$ cat config.mk
export PLATFORM = sky130hd
export DESIGN_NAME = ex_stage_reader
export DESIGN_NICKNAME = d
export VERILOG_FILES = /design/src/rtl/ex_stage_reader.sv
export SDC_FILE = /design/constraint.sdc
export NUM_CORES = 1
export LEC_CHECK = 0
export CORE_MARGIN = 10
export CORE_UTILIZATION = 32
export DETAILED_ROUTE_END_ITERATION = 12
export HOLD_SLACK_MARGIN = 0.12
export PLACE_DENSITY = 0.59
export SLEW_MARGIN = 20
export SYNTH_ARGS = -nofsm -noshare
export SYNTH_HDL_FRONTEND = slang
export SYNTH_SLANG_ARGS = --single-unit
export TNS_END_PERCENT = 100
$ cat constraint.sdc
create_clock -name clk -period 9.9 [get_ports clk]
set_input_delay 1.485 -clock clk [delete_from_list [all_inputs] [get_ports clk]]
set_output_delay 1.485 -clock clk [all_outputs]
set_load 0.01 [all_outputs]
$ cat src/rtl/ex_stage_reader.sv
// EX stage consumer of the 176-bit ID/EX bundle: operand forwarding, ALU, and
// a registered 72-bit EX/MEM bundle. Define EX_MUL_EN to add a multi-cycle
// shift-add multiplier (alu_op 4'hC) with an ex_busy stall handshake.
module ex_stage_reader #(
  parameter int unsigned XLEN       = 32,
  parameter int unsigned MUL_CYCLES = 32
) (
  input  logic         clk,
  input  logic         rst,
  input  logic [175:0] ID_EX,
  input  logic         ex_flush,
  input  logic         mem_fwd_we,
  input  logic [4:0]   mem_fwd_rd,
  input  logic [31:0]  mem_fwd_data,
  input  logic         wb_fwd_we,
  input  logic [4:0]   wb_fwd_rd,
  input  logic [31:0]  wb_fwd_data,
  output logic         ex_busy,
  output logic [71:0]  EX_MEM
);

  // Bundle fields
  logic            reg_con;
  logic [1:0]      mem_con;
  logic [12:0]     ex_con;
  logic [XLEN-1:0] pc, data1, data2, imm;
  logic [31:0]     instr;

  assign {reg_con, mem_con, ex_con, pc, data1, data2, imm, instr} = ID_EX;

  logic [3:0] alu_op;
  logic       b_is_imm, a_is_pc;
  logic [4:0] rs1, rs2, rd;

  assign alu_op   = ex_con[3:0];
  assign b_is_imm = ex_con[4];
  assign a_is_pc  = ex_con[5];
  assign rs1      = instr[19:15];
  assign rs2      = instr[24:20];
  assign rd       = instr[11:7];

  // Reserved control bits and non-register instruction fields are not used here
  logic unused_fields;
  assign unused_fields = ^{ex_con[12:6], instr[31:25], instr[14:12], instr[6:0]};

  // Forwarding: MEM result is younger than WB, so it takes priority; x0 never forwards
  logic [XLEN-1:0] fwd_a, fwd_b;

  assign fwd_a = (mem_fwd_we && mem_fwd_rd != 5'd0 && mem_fwd_rd == rs1) ? mem_fwd_data :
                 (wb_fwd_we  && wb_fwd_rd  != 5'd0 && wb_fwd_rd  == rs1) ? wb_fwd_data  :
                 data1;
  assign fwd_b = (mem_fwd_we && mem_fwd_rd != 5'd0 && mem_fwd_rd == rs2) ? mem_fwd_data :
                 (wb_fwd_we  && wb_fwd_rd  != 5'd0 && wb_fwd_rd  == rs2) ? wb_fwd_data  :
                 data2;

  logic [XLEN-1:0] opnd_a, opnd_b;
  logic [4:0]      shamt;

  assign opnd_a = a_is_pc  ? pc  : fwd_a;
  assign opnd_b = b_is_imm ? imm : fwd_b;
  assign shamt  = opnd_b[4:0];

  // Single-cycle ALU; MUL (4'hC) is handled by the multiplier, never here
  logic [XLEN-1:0] alu_result;

  always_comb begin
    alu_result = '0;
    case (alu_op)
      4'h0:    alu_result = opnd_a + opnd_b;
      4'h1:    alu_result = opnd_a - opnd_b;
      4'h2:    alu_result = opnd_a & opnd_b;
      4'h3:    alu_result = opnd_a | opnd_b;
      4'h4:    alu_result = opnd_a ^ opnd_b;
      4'h5:    alu_result = opnd_a << shamt;
      4'h6:    alu_result = opnd_a >> shamt;
      4'h7:    alu_result = $signed(opnd_a) >>> shamt;
      4'h8:    alu_result = ($signed(opnd_a) < $signed(opnd_b)) ? XLEN'(1) : XLEN'(0);
      4'h9:    alu_result = (opnd_a < opnd_b) ? XLEN'(1) : XLEN'(0);
      4'hA:    alu_result = opnd_b;
      4'hB:    alu_result = pc + XLEN'(4);
      default: alu_result = '0;
    endcase
  end

  logic [71:0] ex_mem_d, ex_mem_q;

`ifdef EX_MUL_EN

  localparam int unsigned CntW = $clog2(MUL_CYCLES) + 1;

  typedef enum logic [1:0] {StIdle, StRun, StDone} state_e;

  state_e          state_q, state_d;
  logic [XLEN-1:0] mul_a_q, mul_b_q, prod_q;
  logic [CntW-1:0] cnt_q;
  logic            hold_reg_q;
  logic [1:0]      hold_mem_q;
  logic [4:0]      hold_rd_q;
  logic            mul_start;

  assign mul_start = (state_q == StIdle) && (alu_op == 4'hC) && reg_con && !ex_flush;

  // FSM state register
  always_ff @(posedge clk) begin
    if (rst) state_q <= StIdle;
    else     state_q <= state_d;
  end

  // Multiplier datapath: latch operands on start, one shift-add step per RUN cycle
  always_ff @(posedge clk) begin
    if (rst) begin
      mul_a_q    <= '0;
      mul_b_q    <= '0;
      prod_q     <= '0;
      cnt_q      <= '0;
      hold_reg_q <= 1'b0;
      hold_mem_q <= 2'b00;
      hold_rd_q  <= 5'd0;
    end else if (mul_start) begin
      mul_a_q    <= opnd_a;
      mul_b_q    <= opnd_b;
      prod_q     <= '0;
      cnt_q      <= '0;
      hold_reg_q <= reg_con;
      hold_mem_q <= mem_con;
      hold_rd_q  <= rd;
    end else if (state_q == StRun) begin
      if (mul_b_q[0]) prod_q <= prod_q + mul_a_q;
      mul_a_q <= mul_a_q << 1;
      mul_b_q <= mul_b_q >> 1;
      cnt_q   <= cnt_q + CntW'(1);
    end
  end

  // Next state, stall request and EX/MEM next value; flush overrides everything
  always_comb begin
    state_d  = state_q;
    ex_busy  = 1'b0;
    ex_mem_d = {reg_con, mem_con, alu_result, fwd_b, rd};
    case (state_q)
      StIdle: begin
        if (mul_start) begin
          ex_busy  = 1'b1;
          state_d  = StRun;
          ex_mem_d = '0;
        end
      end
      StRun: begin
        ex_busy  = 1'b1;
        ex_mem_d = '0;
        if (cnt_q == CntW'(MUL_CYCLES - 1)) state_d = StDone;
      end
      StDone: begin
        // ID/EX still shows the held MUL this cycle; it is ignored
        state_d  = StIdle;
        ex_mem_d = {hold_reg_q, hold_mem_q, prod_q, XLEN'(0), hold_rd_q};
      end
      default: state_d = StIdle;
    endcase
    if (ex_flush) begin
      ex_busy  = 1'b0;
      state_d  = StIdle;
      ex_mem_d = '0;
    end
  end

`else

  logic [31:0] unused_mul_cycles;
  assign unused_mul_cycles = 32'(MUL_CYCLES);

  // No multiplier: never stall; flush injects a bubble
  always_comb begin
    ex_busy  = 1'b0;
    ex_mem_d = {reg_con, mem_con, alu_result, fwd_b, rd};
    if (ex_flush) ex_mem_d = '0;
  end

`endif

  // EX/MEM pipeline register
  always_ff @(posedge clk) begin
    if (rst) ex_mem_q <= '0;
    else     ex_mem_q <= ex_mem_d;
  end

  assign EX_MEM = ex_mem_q;

endmodule

==> flow_metrics.py, run 1 <==
metrics = {
    "synth": {
        "synth_nets": 2288,
        "synth_common_cells": "176 x mux2i_1, 175 x nor2_1, 172 x nand2_1",
        "synth-compound-area-share_pct": 31.2,
        "ys_top_cells_by_area": "mux2i_1 13%, dfxtp_1 10%, ha_1 9.4%, a21oi_1 5.6%, nor2_1 4.8%",
        "yosysMostFrequentCell": "mux2i_1",
        "synth_top_area_cell": "mux2i_1",
        "synthesis.area_um2": 13800,
        "synth_xor_area_share_pct": 5.01,
        "yosysWarnings": 0,
        "synth.mux.area_fraction_pct": 15.6,
        "synth-main-ff-cell": "dfxtp_1",
        "synth_top_family_by_area": "compound AO/OA/AOI/OAI gates",
        "seq_area_frac_synth_pct": 10.4,
        "syn_area_per_cell_um2": 7.16,
        "ys_async_sr_fraction_pct": 0,
        "synthSimpleGateAreaFrac_pct": 19.9,
        "synth-edff-count": 0,
        "synth-seq-cells": 72,
        "synth_top_cell_area_share_pct": 12.8,
        "ys_types": 96,
        "synth_fa_ha_area_share_pct": 9.72,
        "syn_inst": 1927,
    },
    "placed_design": {
        "dpl-instance-area_um2": 17100,
        "io_buffers": 302,
        "place.gp.congestion": 1.01,
        "placedCellCount": 2701,
        "place_ws_ps": 1470,
        "dpl.hpwl_um": 63400,
    },
    "power_and_ir_drop": {
        "powerDensity_nw_per_um2": 105,
        "power.internal_uw": 969,
        "p_comb_share_pct": 61.2,
        "p_leak_uw": 0.00703,
        "power_switching_uw": 867,
        "seq_power_share_pct": 16.7,
        "ir_drop_mv": 0.0927,
        "power.share.clock_pct": 22.1,
        "p_sw_share_pct": 47.2,
    },
    "timing": {
        "setup_ws_ps": 1590,
        "fin_tns_setup_ps": 0,
        "hold_viol_final": 0,
        "fin_crit_ps": 8310,
        "final-max-slew-violation-count": 0,
        "slew_headroom_pct": 22.4,
        "rsz0062_at_grt": "false",
        "finalSetupViolCount": 0,
        "max_freq_mhz": 120,
        "worst_pin_slew_ps": 1160,
        "timing.final.crit_share_pct": 84.0,
    },
    "grt": {
        "antenna_found_initial": 1,
        "grt.overflow.total": 0,
        "grt_pass1_wl_um": 114000,
        "grtUsageTotal_pct": 30.1,
        "grt_max_degree": 65,
        "grt_pass1_vias": 16144,
    },
    "min_path": {
        "hold_start": "ID_EX[10]",
        "hold_path.class": "input pin to flip-flop",
        "min_path_cells": 2,
    },
    "critical_path": {
        "path_depth": 22,
        "slowest_delay_ps": 650,
        "path_class": "input pin to flip-flop",
        "critPathSlowestCell": "or4b_1",
        "crit_family": "compound AO/OA/AOI/OAI gates",
        "arrival_ps": 8570,
        "startpoint": "wb_fwd_rd[0]",
        "path_buf_inv": 2,
        "crit_path_start_kind": "input pin",
        "endpoint_kind": "flip-flop",
        "path_cells": "clkdlybuf4s50_1, xor2_1, or4b_1, nor2_4, mux2i_1, nor2_1, a21oi_1, nor2_1, a21oi_1, inv_1, ha_1, nor2_1, o2111ai_1, a2111oi_0, a2bb2oi_1, a21oi_1, o311ai_0, o31a_1, xnor2_1, a221oi_1, o21ai_0, o2bb2ai_1",
        "cp_max_fo": 12,
        "cp.required_ps": 10160,
    },
    "route": {
        "wl_per_cell_um": 29.3,
        "final_antenna_net_count": 0,
        "via_per_inst": 6.14,
        "initialDrtViolationCount": 1897,
        "num_vias": 16676,
        "drc": 0,
        "wl_um": 79600,
        "first_pass_iters": 6,
    },
    "floorplanning": {
        "core_um2": 42900,
        "start_util_pct": 32.2,
        "rows": 76,
        "dieArea_um2": 51800,
        "dieWidth_um": 228,
        "fp.dieH_um": 228,
        "ios": 328,
    },
    "clock_network": {
        "clk_path_buf_depth": 2,
        "cts_hold_buffers": 0,
        "clockRootBuffer": "clkbuf_16",
        "cts_setup_buffers": 0,
        "cts_resized": 0,
        "path_clk_slew_ps": 70,
        "cts_buffers": 9,
        "cts_sinks": 72,
        "htreeDepth": 3,
        "cts_tree": "done",
    },
    "finish": {
        "design_area_um2": 17500,
        "fin_nets": 2488,
        "largest_register_ffs": 72,
        "synthToLayoutAreaGrowth_pct": 26.6,
        "final_core_util_pct": 40.7,
        "drive_gt1_share_pct": 5.68,
        "fin_cells": 2718,
    },
    "outcome": {
        "status": "finished clean",
    },
    "run": {
        "drv_cap": 0,
    },
}
## through the flow
step | total power, uW | hold WS (ps)
final | 1840 | 1640
after global routing | 1920 | 1650
after CTS | 1810 | 1620
after detailed placement | 1400 | 2060
after global placement | 1400 | 2050
after floorplan | 977 | 1610
## power by group through the flow
| stage | clock, uW | sequential [uW] | combinational, uW |
|---|---|---|---|
| 2_1_floorplan | 0 | 321 | 656 |
| 3_3_place_gp | 0 | 313 | 1090 |
| 3_5_place_dp | 0 | 314 | 1090 |
| 4_1_cts | 410 | 308 | 1090 |
| 5_1_grt | 420 | 309 | 1190 |
| 6_report | 406 | 307 | 1120 |
## layout by cell type, fill, tap and decap left out, types with 9 or more instances in the layout
master           Yosys  layout
a2111oi_0           12      11
a211oi_1            55      55
a21o_1              12      12
a21oi_1            154     154
a221oi_1            30      30
a22oi_1             24      24
a31oi_1             24      24
and2_1              30      29
and3_1              50      50
buf_4               14      36
clkbuf_16            0       9
clkdlybuf4s50_1      0     300
dfxtp_1             72      72
ha_1               104     104
inv_1               96      96
mux2_2              20      20
mux2i_1            176     176
nand2_1            172     172
nand2b_1            12      12
nand3_1             36      36
nand4_1             13      13
nor2_1             175     173
nor2b_1             14      14
nor3_1              31      28
nor4_1              13      13
o21a_1              12      12
o21ai_0            118     118
o221ai_1            14      14
o22ai_1             25      25
o31a_1              37      36
o31ai_1             12      12
or3_1                9       9
xnor2_1             53      53
xor2_1              26      26
## cell type report
type,count,area (um^2)
tap,585,732
multi-input combinational,1603,11300
sequential,72,1440
inverter,103,389
clock buffer,9,225
clock inverter,6,109
timing repair buffer,338,3280
fill,4403,25400
antenna,2,5.00
## routing by layer
metal | GRT usage, % | part of all wire (%) | routed length (um)
met5 | 0 | 0 | 0
met3 | 4.68 | 7.6 | 6040
met4 | 16.4 | 5.8 | 4610
met1 | 38.6 | 42 | 33000
met2 | 47.6 | 45 | 35900
## cell families (layout without fill, tap and decap cells)
kind of cell	Yosys count	in the layout
buffers and inverters	252	456
other	1	3
xor gates and xnor gates	79	79
DFF	72	72
and+or+nand+nor	579	579
AOI/OAI and AO/OA	634	634
adders and majority gates	106	106
muxes	204	204
## path summary, 6_finish.rpt
kind | to
setup / recovery | EX_MEM[54]
hold / removal | EX_MEM[3]
(Power assumes the default switching activity.)
==> inputs of run 2 (changes only) <==
PLACE_DENSITY = 0.61   (was 0.59)
clock period = 7 ns   (was 9.9 ns; I/O delays follow)
==> run 2 against run 1 <==
Compared with the run above: cell count grew 4.7%; critical path depth is the same; cell area grew 5.8%; critical endpoint unchanged; critical path type unchanged.
==> flow_metrics.py, run 2 (synthesis gave the netlist of run 1 again) <==
metrics = {
    "critical_path": {
        "path_buf_inv": 4,
        "path_class": "input pin to flip-flop",
        "slowest_delay_ps": 600,
        "critPathSlowestCell": "or4b_1",
        "arrival_ps": 6950,
        "cp_max_fo": 6,
        "crit_path_start_kind": "input pin",
        "path_cells": "clkdlybuf4s50_1, xor2_1, or4b_1, nor2_4, buf_12, mux2i_1, o21ai_0, mux2_2, ha_1, nor2_1, o2111ai_1, a2111oi_0, buf_4, a2bb2oi_1, buf_4, a21oi_1, o311ai_0, o31a_1, xnor2_1, a221oi_1, o21ai_0, o2bb2ai_1",
        "crit_family": "compound AO/OA/AOI/OAI gates",
        "cp.required_ps": 7260,
        "endpoint_kind": "flip-flop",
    },
    "timing": {
        "max_freq_mhz": 149,
        "worst_pin_slew_ps": 1180,
        "slew_headroom_pct": 21.0,
        "final-max-slew-violation-count": 0,
        "hold_viol_final": 0,
        "timing.final.crit_share_pct": 95.6,
        "rsz0062_at_grt": "false",
        "finalSetupViolCount": 0,
        "fin_crit_ps": 6690,
        "fin_tns_setup_ps": 0,
        "hold_ws_ps": 1210,
    },
    "placed_design": {
        "io_buffers": 302,
        "dpl.hpwl_um": 65500,
        "place.gp.congestion": 1.05,
    },
    "route": {
        "drc": 0,
        "first_pass_iters": 6,
        "num_vias": 17402,
        "wl_per_cell_um": 28.7,
        "final_antenna_net_count": 0,
        "initialDrtViolationCount": 2340,
        "wl_um": 81800,
        "via_per_inst": 6.11,
    },
    "grt": {
        "grt_util_met1_pct": 39.5,
        "antenna_found_initial": 0,
        "grt_max_degree": 58,
        "grt_use_met3_pct": 4.93,
        "grtUsageTotal_pct": 30.9,
        "use_met2_pct": 49.6,
        "grt_most_used_layer": "met2",
        "grt.overflow.total": 0,
        "grt_pass1_wl_um": 117000,
        "grt_pass1_vias": 16795,
    },
    "floorplanning": {
        "rows": 76,
        "start_util_pct": 32.2,
        "ios": 328,
        "core_um2": 42900,
        "dieArea_um2": 51800,
        "dieWidth_um": 228,
        "fp.dieH_um": 228,
    },
    "clock_network": {
        "cts_sinks": 72,
        "path_clk_slew_ps": 70,
        "cts_buffers": 9,
        "clockRootBuffer": "clkbuf_16",
        "cts_tree": "done",
        "cts_hold_buffers": 0,
        "clk_path_buf_depth": 2,
        "htreeDepth": 3,
    },
    "power_and_ir_drop": {
        "powerDensity_nw_per_um2": 147,
        "p_leak_uw": 0.00766,
        "ir_drop_mv": 0.129,
    },
    "outcome": {
        "status": "finished clean",
    },
    "min_path": {
        "hold_start": "ID_EX[7]",
        "min_path_cells": 2,
        "hold_path.class": "input pin to flip-flop",
        "worst_hold_path.endpoint": "EX_MEM[0]",
    },
    "finish": {
        "fin_nets": 2617,
        "drive_gt1_share_pct": 11.2,
        "fillers": 4429,
        "final_cell_mix": "299 x clkdlybuf4s50_1, 176 x mux2i_1, 172 x nor2_1, 172 x nand2_1, 161 x buf_4",
        "synthToLayoutAreaGrowth_pct": 33.9,
        "final_common_cell": "clkdlybuf4s50_1",
        "largest_register_ffs": 72,
    },
    "run": {
        "drv_cap": 0,
    },
}
[run 2: changes by cell type in the layout (fill, tap and decap cells not counted), sizes merged]
cell,delta
buf,+130
inv,+2
bufinv,-1
clkdlybuf4s50,-1
clkinv,-1
clkinvlp,+1
diode,-1
[run 2: stage by stage]
| step | instance area (um^2) | power [uW] | util (%) | std cells | setup WS (ps) |
|---|---|---|---|---|---|
| after floorplan | 13800 | 1380 | - | 1927 | 1010 |
| after global placement | 18100 | 2100 | 42.3 | 2830 | 140 |
| after detailed placement | 18100 | 2110 | 42.3 | 2830 | 131 |
| after CTS | 18500 | 2670 | 43.1 | 2846 | 498 |
| after global routing | 18500 | 2830 | 43.1 | 2846 | 46.1 |
| final | 18500 | 2720 | 43.1 | 2847 | 311 |
[run 2: layer usage]
layer	part of all wire, %	wire (um)
met3	8.9	7290
met4	5.3	4330
met1	41	33100
met5	0	0
met2	45	37100
[run 2: cell type report]
type                            instances  area, um^2  area share (%)
Antenna cell                            1        2.50          0.0135
Clock buffer                            9         225            1.22
Clock inverter                          7         103           0.555
Inverter                              103         389            2.11
Multi-Input combinational cell       1603       11300            61.1
Sequential cell                        72        1440            7.80
Tap cell                              585         732            3.96
Timing Repair Buffer                  467        4300            23.2
[run 2: power by group]
part           leakage [uW]  switching, uW  internal (uW)  total, uW
registers          0.000589           5.26            429        434
clock network      0.000157            238            316        553
logic               0.00691           1040            691       1730
[run 2: repair_timing]
item	CTS	global route
gates resized for setup	0	1
endpoints found under the setup margin	0	1
hold endpoints to repair	0	0
setup buffers	0	0
[run 2: how the worst max path moves through the flow]
stage,from,end,slack [ps],depth (start not counted)
final,wb_fwd_rd[0],EX_MEM[54],310,22
after detailed placement,ID_EX[20],EX_MEM[54],130,24
after floorplan,wb_fwd_rd[4],EX_MEM[54],1010,24
after global routing,wb_fwd_rd[4],EX_MEM[68],50,25
after CTS,mem_fwd_rd[2],EX_MEM[67],500,22
after global placement,mem_fwd_rd[2],EX_MEM[67],140,22
==> inputs of run 3 (changes only) <==
RECOVER_POWER = 100   (was default)
==> run 3 against run 2 <==
Compared with the run above: the run now ends with max-capacitance violations, max-slew violations left; utilization decreased by 0.14 points; fmax increased by 0.19%; first-iteration DRC count decreased by 1.7%; non-clock buffer count unchanged; combinational power about the same; cell count about the same; count of clock-buffer cells in the layout unchanged; largest cell class unchanged; highest routed layer unchanged.
==> flow_metrics.py, run 3 (synthesis gave the netlist of run 1 again) <==
metrics = {
    "timing": {
        "worst_pin_slew_ps": 1570,
        "finalSetupViolCount": 0,
        "hold_viol_final": 0,
        "setup_ws_ps": 323,
        "fin_crit_ps": 6680,
        "max_freq_mhz": 150,
        "slew_headroom_pct": -4.88,
        "rsz0062_at_grt": "false",
        "timing.final.crit_share_pct": 95.4,
        "hold_ws_ps": 1210,
        "final-max-slew-violation-count": 54,
        "fin_tns_setup_ps": 0,
    },
    "clock_network": {
        "cts_tree": "done",
        "cts_hold_buffers": 0,
        "path_clk_slew_ps": 70,
        "htreeDepth": 3,
        "cts_setup_buffers": 0,
        "cts_sinks": 72,
        "clk_path_buf_depth": 2,
        "cts_buffers": 9,
        "clockRootBuffer": "clkbuf_16",
    },
    "placed_design": {
        "dpl.hpwl_um": 65500,
        "io_buffers": 302,
        "place_ws_ps": 131,
        "place.gp.congestion": 1.05,
    },
    "floorplanning": {
        "dieWidth_um": 228,
        "rows": 76,
        "core_um2": 42900,
        "ios": 328,
        "fp.dieH_um": 228,
        "start_util_pct": 32.2,
        "dieArea_um2": 51800,
    },
    "route": {
        "num_vias": 17447,
        "first_pass_iters": 6,
        "wl_um": 81700,
        "initialDrtViolationCount": 2300,
        "final_antenna_net_count": 0,
        "via_per_inst": 6.13,
        "drc": 0,
        "wl_per_cell_um": 28.7,
    },
    "finish": {
        "final_cell_mix": "226 x clkdlybuf4s50_1, 176 x mux2i_1, 174 x nor2_1, 172 x nand2_1, 154 x a21oi_1",
        "drive_gt1_share_pct": 10.4,
        "fin_nets": 2617,
        "insertedDiodeCount": 0,
        "synthToLayoutAreaGrowth_pct": 33.5,
        "final_core_util_pct": 43.0,
        "final_common_cell": "clkdlybuf4s50_1",
        "largest_register_ffs": 72,
    },
    "power_and_ir_drop": {
        "p_comb_share_pct": 63.5,
        "seq_power_share_pct": 16.1,
        "power_switching_uw": 1280,
        "power.internal_uw": 1420,
        "p_sw_share_pct": 47.3,
        "ir_drop_mv": 0.128,
        "p_leak_uw": 0.00782,
        "powerDensity_nw_per_um2": 146,
        "power_uw": 2700,
        "power.share.clock_pct": 20.5,
    },
    "grt": {
        "grtUsageTotal_pct": 30.9,
        "grt_pass1_wl_um": 117000,
        "grt_max_degree": 58,
        "grt_pass1_vias": 16795,
        "grt.overflow.total": 0,
        "antenna_found_initial": 0,
    },
    "critical_path": {
        "path_class": "input pin to flip-flop",
        "cp_max_fo": 15,
        "endpoint_kind": "flip-flop",
        "crit_path_start_kind": "input pin",
        "cp.required_ps": 7260,
        "arrival_ps": 6940,
    },
    "min_path": {
        "hold_path.class": "input pin to flip-flop",
    },
    "outcome": {
        "status": "finished with violations",
        "violations": "max-capacitance violations, max-slew violations",
    },
    "run": {
        "drv_cap": 1,
    },
}
run 3: cell types whose count changed in the layout (fill, tap and decap cells not counted), moves of 3 or more:
cell and delta:
clkbuf_1 +11, and2_1 -11, clkdlybuf4s50_1 -73, dlygate4sd3_1 +73, and2_0 +12, clkbuf_4 +3, buf_4 -15
run 3: power groups by stage:
stage / Sequential (uW) / Combinational (uW) / Clock (uW)
6_report: 433 / 1710 / 553
5_1_grt: 435 / 1800 / 577
4_1_cts: 435 / 1670 / 562
3_5_place_dp: 444 / 1660 / 0
3_3_place_gp: 443 / 1660 / 0
2_1_floorplan: 454 / 927 / 0
run 3: per-layer routing:
layer	up-vias	track usage [%]	wire length, um
met1	8414	39.5	33000
met2	1082	49.6	37000
met4	0	15.2	4380
li1	7747	-	-
met5	-	0	0
met3	204	4.93	7350
run 3: worst paths after layout:
check,start,to,slack [ps],cells after the start
setup / recovery,mem_fwd_rd[1],EX_MEM[54],320,22
hold / removal,ID_EX[7],EX_MEM[0],1210,2
run 3: timing repair:
action / in CTS / in global routing
resized for setup: 0 / 1
setup endpoints to repair: 0 / 1
endpoints found under the hold margin: 0 / 0
run 3: metrics by stage:
step | cells | area (um^2)
floorplan | 1927 | 13800
global placement | 2830 | 18100
detailed placement | 2830 | 18100
CTS | 2846 | 18500
global route | 2846 | 18400
finish | 2846 | 18400
run 3: critical path: stages:
cell             delay, ps
clkdlybuf4s50_1        480
or4_1                  600
o2111ai_1              350
or2_1                  280
buf_4                  270
nor2_1                  60
o31a_1                 250
inv_1                   80
ha_1                   240
nor2_1                 220
o2111ai_1              290
a2111oi_0              470
buf_4                  190
a2bb2oi_1              260
clkbuf_4               200
a21oi_1                110
o311ai_0               340
o31a_1                 210
xnor2_1                190
a221oi_1               480
o21ai_0                150
o2bb2ai_1              150
run 3: final cells by class:
class / count / area [um^2]
timing repair buffer: 467 / 4250
multi-input combinational: 1603 / 11300
sequential: 72 / 1440
tap: 585 / 732
inverter: 103 / 389
fill: 4445 / 24500
clock inverter: 7 / 103
clock buffer: 9 / 225
